$ cat src/rtl/width_8to12_arb_if.sv
// -----------------------------------------------------------------------------
// width_8to12_arb_if
//   Bundles the requester-side byte streams, the converter feed and the
//   grant/owner status of width_8to12_arb.
//   slave  : used by the arbiter (takes requests, drives converter/status)
//   master : used by requesters/environment (drives requests)
//   Signals:
//     req_valid   [N_REQ]         per-requester byte valid
//     req_data    [N_REQ*DATA_W]  per-requester byte, requester i at [i*8+:8]
//     req_ready   [N_REQ]         byte accepted this cycle
//     conv_valid / conv_data      feed to the 8->12 converter
//     gnt_onehot  [N_REQ]         registered grant
//     busy                        grant held
//     owner_valid / owner_id      owner tag aligned with converter valid_out
// -----------------------------------------------------------------------------
interface width_8to12_arb_if #(
  parameter int N_REQ  = 4,
  parameter int DATA_W = 8
);
  localparam int IDX_W = $clog2(N_REQ);

  logic [N_REQ-1:0]        req_valid;
  logic [N_REQ*DATA_W-1:0] req_data;
  logic [N_REQ-1:0]        req_ready;
  logic                    conv_valid;
  logic [DATA_W-1:0]       conv_data;
  logic [N_REQ-1:0]        gnt_onehot;
  logic                    busy;
  logic                    owner_valid;
  logic [IDX_W-1:0]        owner_id;

  modport slave (
    input  req_valid, req_data,
    output req_ready, conv_valid, conv_data, gnt_onehot, busy,
           owner_valid, owner_id
  );

  modport master (
    output req_valid, req_data,
    input  req_ready, conv_valid, conv_data, gnt_onehot, busy,
           owner_valid, owner_id
  );
endinterface

$ cat src/rtl/width_8to12_arb.sv
// -----------------------------------------------------------------------------
// width_8to12_arb
//   Round-robin scheduler sharing one stateful 8->12 width converter between
//   N_REQ byte-stream requesters. Grants are atomic per 3-byte group and are
//   forcibly rotated after MAX_GROUPS groups. Also produces an owner tag that
//   lines up with the converter's valid_out.
//   Ports:
//     clk    clock
//     rst_n  async active-low reset (shared with the converter)
//     bus    width_8to12_arb_if.slave (requests in, converter feed and
//            grant/owner status out)
// -----------------------------------------------------------------------------
module width_8to12_arb #(
  parameter int N_REQ      = 4,
  parameter int DATA_W     = 8,
  parameter int MAX_GROUPS = 4
) (
  input  logic               clk,
  input  logic               rst_n,
  width_8to12_arb_if.slave   bus
);

  localparam int          IDX_W = $clog2(N_REQ);
  localparam int          GRP_W = (MAX_GROUPS > 1) ? $clog2(MAX_GROUPS) : 1;
  localparam int unsigned NR    = N_REQ;

  typedef enum logic {IDLE, BUSY} state_t;

  state_t           state_q, state_d;
  logic [IDX_W-1:0] gnt_q, gnt_d;
  logic [IDX_W-1:0] last_q, last_d;
  logic [N_REQ-1:0] gnt_oh_q, gnt_oh_d;
  logic [1:0]       byte_cnt_q, byte_cnt_d;
  logic [GRP_W-1:0] grp_cnt_q, grp_cnt_d;
  logic             owner_valid_q, owner_valid_d;
  logic [IDX_W-1:0] owner_id_q, owner_id_d;

  logic             busy;
  logic             conv_valid;
  logic [N_REQ-1:0] ready;
  logic [IDX_W-1:0] pick;
  logic             pick_vld;
  logic [IDX_W-1:0] cand;

  assign busy       = (state_q == BUSY);
  assign conv_valid = busy & bus.req_valid[gnt_q];

  always_comb begin
    ready = '0;
    for (int unsigned i = 0; i < NR; i++) begin
      ready[i] = busy & (gnt_q == IDX_W'(i));
    end
  end

  // Round-robin search starting just after the last granted requester.
  always_comb begin
    pick     = '0;
    pick_vld = 1'b0;
    cand     = '0;
    for (int unsigned i = 1; i <= NR; i++) begin
      cand = IDX_W'((32'(last_q) + i) % NR);
      if (!pick_vld && bus.req_valid[cand]) begin
        pick     = cand;
        pick_vld = 1'b1;
      end
    end
  end

  always_comb begin
    state_d    = state_q;
    gnt_d      = gnt_q;
    last_d     = last_q;
    gnt_oh_d   = gnt_oh_q;
    byte_cnt_d = byte_cnt_q;
    grp_cnt_d  = grp_cnt_q;
    // Converter emits a word one cycle after bytes 2 and 3 of each group.
    owner_valid_d = conv_valid && (byte_cnt_q != 2'd0);
    owner_id_d    = owner_valid_d ? gnt_q : owner_id_q;

    case (state_q)
      IDLE: begin
        if (pick_vld) begin
          gnt_d    = pick;
          last_d   = pick;
          gnt_oh_d = N_REQ'(1) << pick;
          state_d  = BUSY;
        end
      end
      BUSY: begin
        if (conv_valid) begin
          if (byte_cnt_q == 2'd2) begin
            byte_cnt_d = '0;
            if (grp_cnt_q == GRP_W'(MAX_GROUPS - 1)) begin
              grp_cnt_d = '0;
              gnt_oh_d  = '0;
              state_d   = IDLE;
            end else begin
              grp_cnt_d = grp_cnt_q + 1'b1;
            end
          end else begin
            byte_cnt_d = byte_cnt_q + 2'd1;
          end
        end else if (byte_cnt_q == 2'd0) begin
          // Voluntary release only at a group boundary; mid-group we stall.
          grp_cnt_d = '0;
          gnt_oh_d  = '0;
          state_d   = IDLE;
        end
      end
      default: state_d = IDLE;
    endcase
  end

  always_ff @(posedge clk or negedge rst_n) begin
    if (!rst_n) begin
      state_q       <= IDLE;
      gnt_q         <= '0;
      last_q        <= IDX_W'(N_REQ - 1);
      gnt_oh_q      <= '0;
      byte_cnt_q    <= '0;
      grp_cnt_q     <= '0;
      owner_valid_q <= 1'b0;
      owner_id_q    <= '0;
    end else begin
      state_q       <= state_d;
      gnt_q         <= gnt_d;
      last_q        <= last_d;
      gnt_oh_q      <= gnt_oh_d;
      byte_cnt_q    <= byte_cnt_d;
      grp_cnt_q     <= grp_cnt_d;
      owner_valid_q <= owner_valid_d;
      owner_id_q    <= owner_id_d;
    end
  end

  assign bus.req_ready   = ready;
  assign bus.conv_valid  = conv_valid;
  assign bus.conv_data   = bus.req_data[32'(gnt_q)*DATA_W +: DATA_W];
  assign bus.gnt_onehot  = gnt_oh_q;
  assign bus.busy        = busy;
  assign bus.owner_valid = owner_valid_q;
  assign bus.owner_id    = owner_id_q;

endmodule

$ cat src/flat_wrapper.sv
// flat-port wrapper written by rule: the top's interface ports become plain ports
module width_8to12_arb_flat 
#(
  parameter int N_REQ      = 4,
  parameter int DATA_W     = 8,
  parameter int MAX_GROUPS = 4
)
  (clk, rst_n, bus_req_valid, bus_req_data, bus_req_ready, bus_conv_valid, bus_conv_data, bus_gnt_onehot, bus_busy, bus_owner_valid, bus_owner_id);
  width_8to12_arb_if #(.N_REQ(N_REQ), .DATA_W(DATA_W)) bus_i ();
  input  logic clk;
  input  logic rst_n;
  input wire logic [$bits(bus_i.req_valid)-1:0] bus_req_valid;
  input wire logic [$bits(bus_i.req_data)-1:0] bus_req_data;
  output wire logic [$bits(bus_i.req_ready)-1:0] bus_req_ready;
  output wire logic [$bits(bus_i.conv_valid)-1:0] bus_conv_valid;
  output wire logic [$bits(bus_i.conv_data)-1:0] bus_conv_data;
  output wire logic [$bits(bus_i.gnt_onehot)-1:0] bus_gnt_onehot;
  output wire logic [$bits(bus_i.busy)-1:0] bus_busy;
  output wire logic [$bits(bus_i.owner_valid)-1:0] bus_owner_valid;
  output wire logic [$bits(bus_i.owner_id)-1:0] bus_owner_id;
  assign bus_i.req_valid = bus_req_valid;
  assign bus_i.req_data = bus_req_data;
  assign bus_req_ready = bus_i.req_ready;
  assign bus_conv_valid = bus_i.conv_valid;
  assign bus_conv_data = bus_i.conv_data;
  assign bus_gnt_onehot = bus_i.gnt_onehot;
  assign bus_busy = bus_i.busy;
  assign bus_owner_valid = bus_i.owner_valid;
  assign bus_owner_id = bus_i.owner_id;
  width_8to12_arb #(.N_REQ(N_REQ), .DATA_W(DATA_W), .MAX_GROUPS(MAX_GROUPS)) u_core (.clk(clk), .rst_n(rst_n), .bus(bus_i));
endmodule
$ cat config.mk
export PLATFORM = sky130hd
export DESIGN_NAME = width_8to12_arb_flat
export DESIGN_NICKNAME = d
export VERILOG_FILES = /design/src/rtl/width_8to12_arb_if.sv /design/src/rtl/width_8to12_arb.sv /design/src/flat_wrapper.sv
export SDC_FILE = /design/constraint.sdc
export NUM_CORES = 1
export LEC_CHECK = 0
export CAP_MARGIN = 20
export CORE_MARGIN = 8
export CORE_UTILIZATION = 25
export DETAILED_ROUTE_END_ITERATION = 10
export PLACE_DENSITY = 0.64
export RECOVER_POWER = 25
export SYNTH_ARGS = -nofsm -noshare
export SYNTH_HDL_FRONTEND = slang
export SYNTH_SLANG_ARGS = --single-unit
$ cat constraint.sdc
create_clock -name clk -period 3.4 [get_ports clk]
set_input_delay 0.85 -clock clk [delete_from_list [all_inputs] [get_ports clk]]
set_output_delay 0.85 -clock clk [all_outputs]
set_load 0.05 [all_outputs]
* After elaboration in Yosys (flattened, before gate mapping)
Cells that the tools add are included.
Cells by class: $add $sub $neg 6, $lt $le $gt $ge 5, equality and inequality tests 10, shift operators 2, mux-type cells 35, bitwise operators 6, reduce and logical (&&, ||, !) cells 15
Operators by type and width (count):
- $shiftx 32x6->8 | 1
- $mux 4 | 5
- $mux 2 | 9
- $lt 2x3->1 const B | 5
- $mux 1 | 14
- $bmux 1 s2 | 5
- $ne 3x3->1 const B | 3
- $add 2x1->2 const B | 4
- $eq 2x2->1 const B | 4
- $pmux 4 s2 | 1
- $and 1x1->1 | 5
- $add 2x2->2 const B | 2
- $logic_and 1x1->1 | 4
- $logic_not 2->1 | 2
- $reduce_and 2->1 | 2
- $reduce_and 4->1 | 1
- $reduce_bool 2->1 | 2
- $shl 1x2->4 const A | 1
- $logic_not 1->1 | 3
- $reduce_and 3->1 | 1
- $eq 2x1->1 const B | 1
- $ne 2x1->1 const B | 1
- $ne 2x2->1 const B | 1
- $pmux 1 s2 | 1
- $not 1->1 | 1
Word-level totals: register bits 16, bits of input ports 38, output and inout port bits 21, logic and storage cells 87

* Depth between registers and ports, before layout
depth in word-level cells 16, gate-level depth with buffers 6, mapped depth without buffers 5

* Worst setup path before layout
OpenSTA, ideal clock, no wires.
path kind reg2out, from register u_core.state_q (netlist: u_core.bus.busy), to output bus_req_ready[0], arrival 1.941 ns, required time 2.550 ns, path slack 0.609 ns, stages on the path, launching flop included 2, path buffers 0, cell sequence dfrtp_1 -> nor3b_1
Between the ends: cells in the longest elaborated chain, start to end 1
RTL lines:
- from (decl) | RTL line width_8to12_arb.sv:29 | state_t state_q, state_d;
- from (signal assigned) | RTL line width_8to12_arb.sv:125 | state_q <= state_d;
- $and 1x1->1 | RTL line width_8to12_arb.sv:51 | ready[i] = busy & (gnt_q == IDX_W'(i));
- to (decl) | RTL line flat_wrapper.sv:14 | output wire logic [$bits(bus_i.req_ready)-1:0] bus_req_ready;
Every way passes these cells.

* Worst setup path after layout
from input bus_req_valid[3], to output bus_conv_valid
Between the ends: cells in the longest elaborated chain, start to end 3
RTL lines:
- from (decl) | RTL line flat_wrapper.sv:12 | input wire logic [$bits(bus_i.req_valid)-1:0] bus_req_valid;
- $bmux 1 s2 | RTL line width_8to12_arb.sv:46 | assign conv_valid = busy & bus.req_valid[gnt_q];
- $mux 1 (implied by the code) | RTL line width_8to12_arb.sv:46
- $and 1x1->1 | RTL line width_8to12_arb.sv:46
- to (decl) | RTL line flat_wrapper.sv:15 | output wire logic [$bits(bus_i.conv_valid)-1:0] bus_conv_valid;
Every way passes these cells. The select of a mux whose other input is x is not followed.

==> metrics.yaml <==
status: "finished, final reports clean"
synth_fp_nets: 129
rows: 23
drive_above_1_share_pct: 20.3
power.leakage_nw: 0.705
synthesis.area_sq_um: 1030
post_cts_buffers: 0
ys_types: 32
period_share_pct: 93.0
intPower_mw: 0.850
ys_warn_count: 0
setup_tns_ps: 0
p_comb_share_pct: 66.3
ys_ff_latch: 16
root_buffer: "clkbuf_8"
skew_ps: 0.473
period_needed_ps: 3160
wl_per_cell_um: 16.0
max_stage_delay_ps: 580
clkTransAtPathRegs_ps: 60
cp_data_required_time_ps: 2550
gp_congestion: 0.819
drt-met1-wl_um: 1340
top_layer: "met4"
cts_resized: 0
die_x_um: 80.3
cp-start-kind: "primary input"
antenna_found_initial: 0
grt_max_degree: 17
io_pins: 59
vdd_drop_max_mv: 0.224
drv_slew: 0
relSlewSlack_pct: 41.5
power_density_nw_per_um2: 1040
grt-ovfl-total: 0
synthMuxAreaShare_pct: 26.7
synth_top_family_by_area: "multiplexers"
area.growth.synth_to_final_pct: 63.2
clock_sinks: 16
layout.nets: 188
port_buffers: 58
async_flop_share_pct: 100
grt_pass1_vias: 951
drt_pre_antenna_iters: 4
endpoint_kind: "output pin"
slowest_stage: "mux4_2"
grt_setup_unrepaired: "no"
netlist_instances: 90
hold_path.class: "register to register"
synth-edff-count: 0
clkPwrFrac_pct: 9.3
yosysSeqAreaShare_pct: 39.0
cts_max_path_buffers: 2
netSwitchingPower_mw: 0.895
finalSetupViolCount: 0
critPathBufInv: 3
synth-adder-area-share_pct: 1.21
htree_num_levels: 1
start_util_pct: 25.8
dp_hpwl_um: 2600
core_area_sq_um: 4000
synth_simple_gate_area_share_pct: 14.1
switching_share_pct: 51.3
clock_latency_ps: 240
path_class: "primary input to output pin"
grt_pass1_wl_um: 4920
vias_per_cell: 4.90
ys.flop_type: "dfrtp_1"
tightest_slew_ps: 872
critPathTopFamily: "buffers and inverters"
wl_met2_um: 1350
antennaDiodeCount: 0
drtIter0Drc: 34
num_vias: 971
final_antenna_net_count: 0
synth_compound_area_share_pct: 14.9
die-area_sq_um: 6440
seq_power_share_pct: 24.4
wl_um: 3170
hold_buffers: 0
yosys.area.top_type: "dfrtp_1"
syn-mean-instance-area_sq_um: 11.5
die_y_um: 80.3
drc: 0
cts_made_buffers: 3
synth.area.top_cells: "dfrtp_1, mux4_2, mux4_1"
layout_common_cells: "clkdlybuf4s50_1, dfrtp_1, buf_4"
fin_util_pct: 42.1
routed-wl-met3_um: 464
hold_viol_final: 0
cp_data_arrival_time_ps: 2310
synth_xor_area_share_pct: 0
cap_violations: 0
yosysTopAreaCellShare_pct: 33.9
path_cells: "clkdlybuf4s50_1, mux4_2, nand2_1, inv_2, buf_4"
crit_fanout: 6
timing.fmax_ghz: 0.316
cts_tree: "built"
grt_util_all_layers_pct: 9.51
final_common_cell: "clkdlybuf4s50_1"
## worst register-to-register path, cell delays in order (launching register included)
cell and delay (ps):
dfrtp_1 770, mux4_2 670, nand2_1 140, inv_2 70, o21ai_2 80, mux2_2 360
## per-layer routing
| layer | up-vias | track usage, % |
|---|---|---|
| met3 | 2 | 4.46 |
| met5 | - | 0 |
| met2 | 58 | 14.7 |
| li1 | 455 | - |
| met4 | 0 | 2.18 |
| met1 | 456 | 11.7 |
## cell type report
type                       count  area (sq um)
fill                         383          2320
tap                           50          62.6
inverter                       5          18.8
sequential                    16           403
clock buffer                   4          55.1
timing repair buffer          58           558
multi-input combinational     65           587
## sequential cells by signal, summed over array words and instances, names as in the netlist
register                count
u_core.bus.gnt_onehot       4
u_core.bus.owner_id         2
u_core.byte_cnt_q           2
u_core.gnt_q                2
u_core.grp_cnt_q            2
u_core.last_q               2
u_core.bus.busy             1
u_core.bus.owner_valid      1
## power by group through the flow
stage	logic, mW	clock network, mW	registers (mW)
final	1.16	0.162	0.426
after CTS	1.17	0.168	0.430
after detailed placement	1.16	0	0.432
after global placement	1.15	0	0.425
after floorplan	0.769	0	0.483
after global routing	1.22	0.179	0.448
## logic make-up (layout without fill, tap and decap cells)
kind of cell / after synthesis / count (layout)
AND/OR/NAND/NOR: 29 / 29
AO/OA/AOI/OAI: 21 / 21
flip-flops: 16 / 16
multiplexers: 14 / 14
buffers and inverters: 9 / 67
adder cells (fa/ha/maj): 1 / 1
## cell usage after synthesis (2+ instances only)
library cell,number
dfrtp_1,14
nand2_1,8
nor2_1,8
a21oi_1,5
mux4_2,5
inv_1,4
mux4_1,4
a22o_1,3
mux2_2,3
nand2b_1,3
nor2b_1,3
o2bb2ai_1,3
or2_2,3
a21o_1,2
clkbuf_1,2
dfstp_2,2
o21ai_0,2
o31ai_1,2
## through the flow
stage | cells | hold slack, ps | worst slack, ps | power (mW) | instance area (sq um)
2_1_floorplan | 90 | 492 | 609 | 1.25 | 1030
4_1_cts | 198 | 505 | 237 | 1.77 | 1680
6_report | 198 | 498 | 237 | 1.75 | 1680
5_1_grt | 198 | 524 | 175 | 1.85 | 1680
3_5_place_dp | 194 | 486 | 254 | 1.60 | 1630
3_3_place_gp | 194 | 478 | 265 | 1.57 | 1630
## path summary, 6_finish.rpt
kind                                           from                       end  slack (ps)  cells after the start
max                                bus_req_valid[3]            bus_conv_valid         240                      5
max in group asynchronous                     rst_n      u_core.byte_cnt_q[1]        1860                      1
max reg2reg                         u_core.gnt_q[0]    u_core.bus.owner_id[0]        1190                      5
min reg2reg                u_core.bus.gnt_onehot[3]  u_core.bus.gnt_onehot[3]         500                      1
min in group asynchronous                     rst_n  u_core.bus.gnt_onehot[3]        1090                      1
min                        u_core.bus.gnt_onehot[3]  u_core.bus.gnt_onehot[3]         500                      1
No activity file was read; power rests on OpenSTA's default activity.
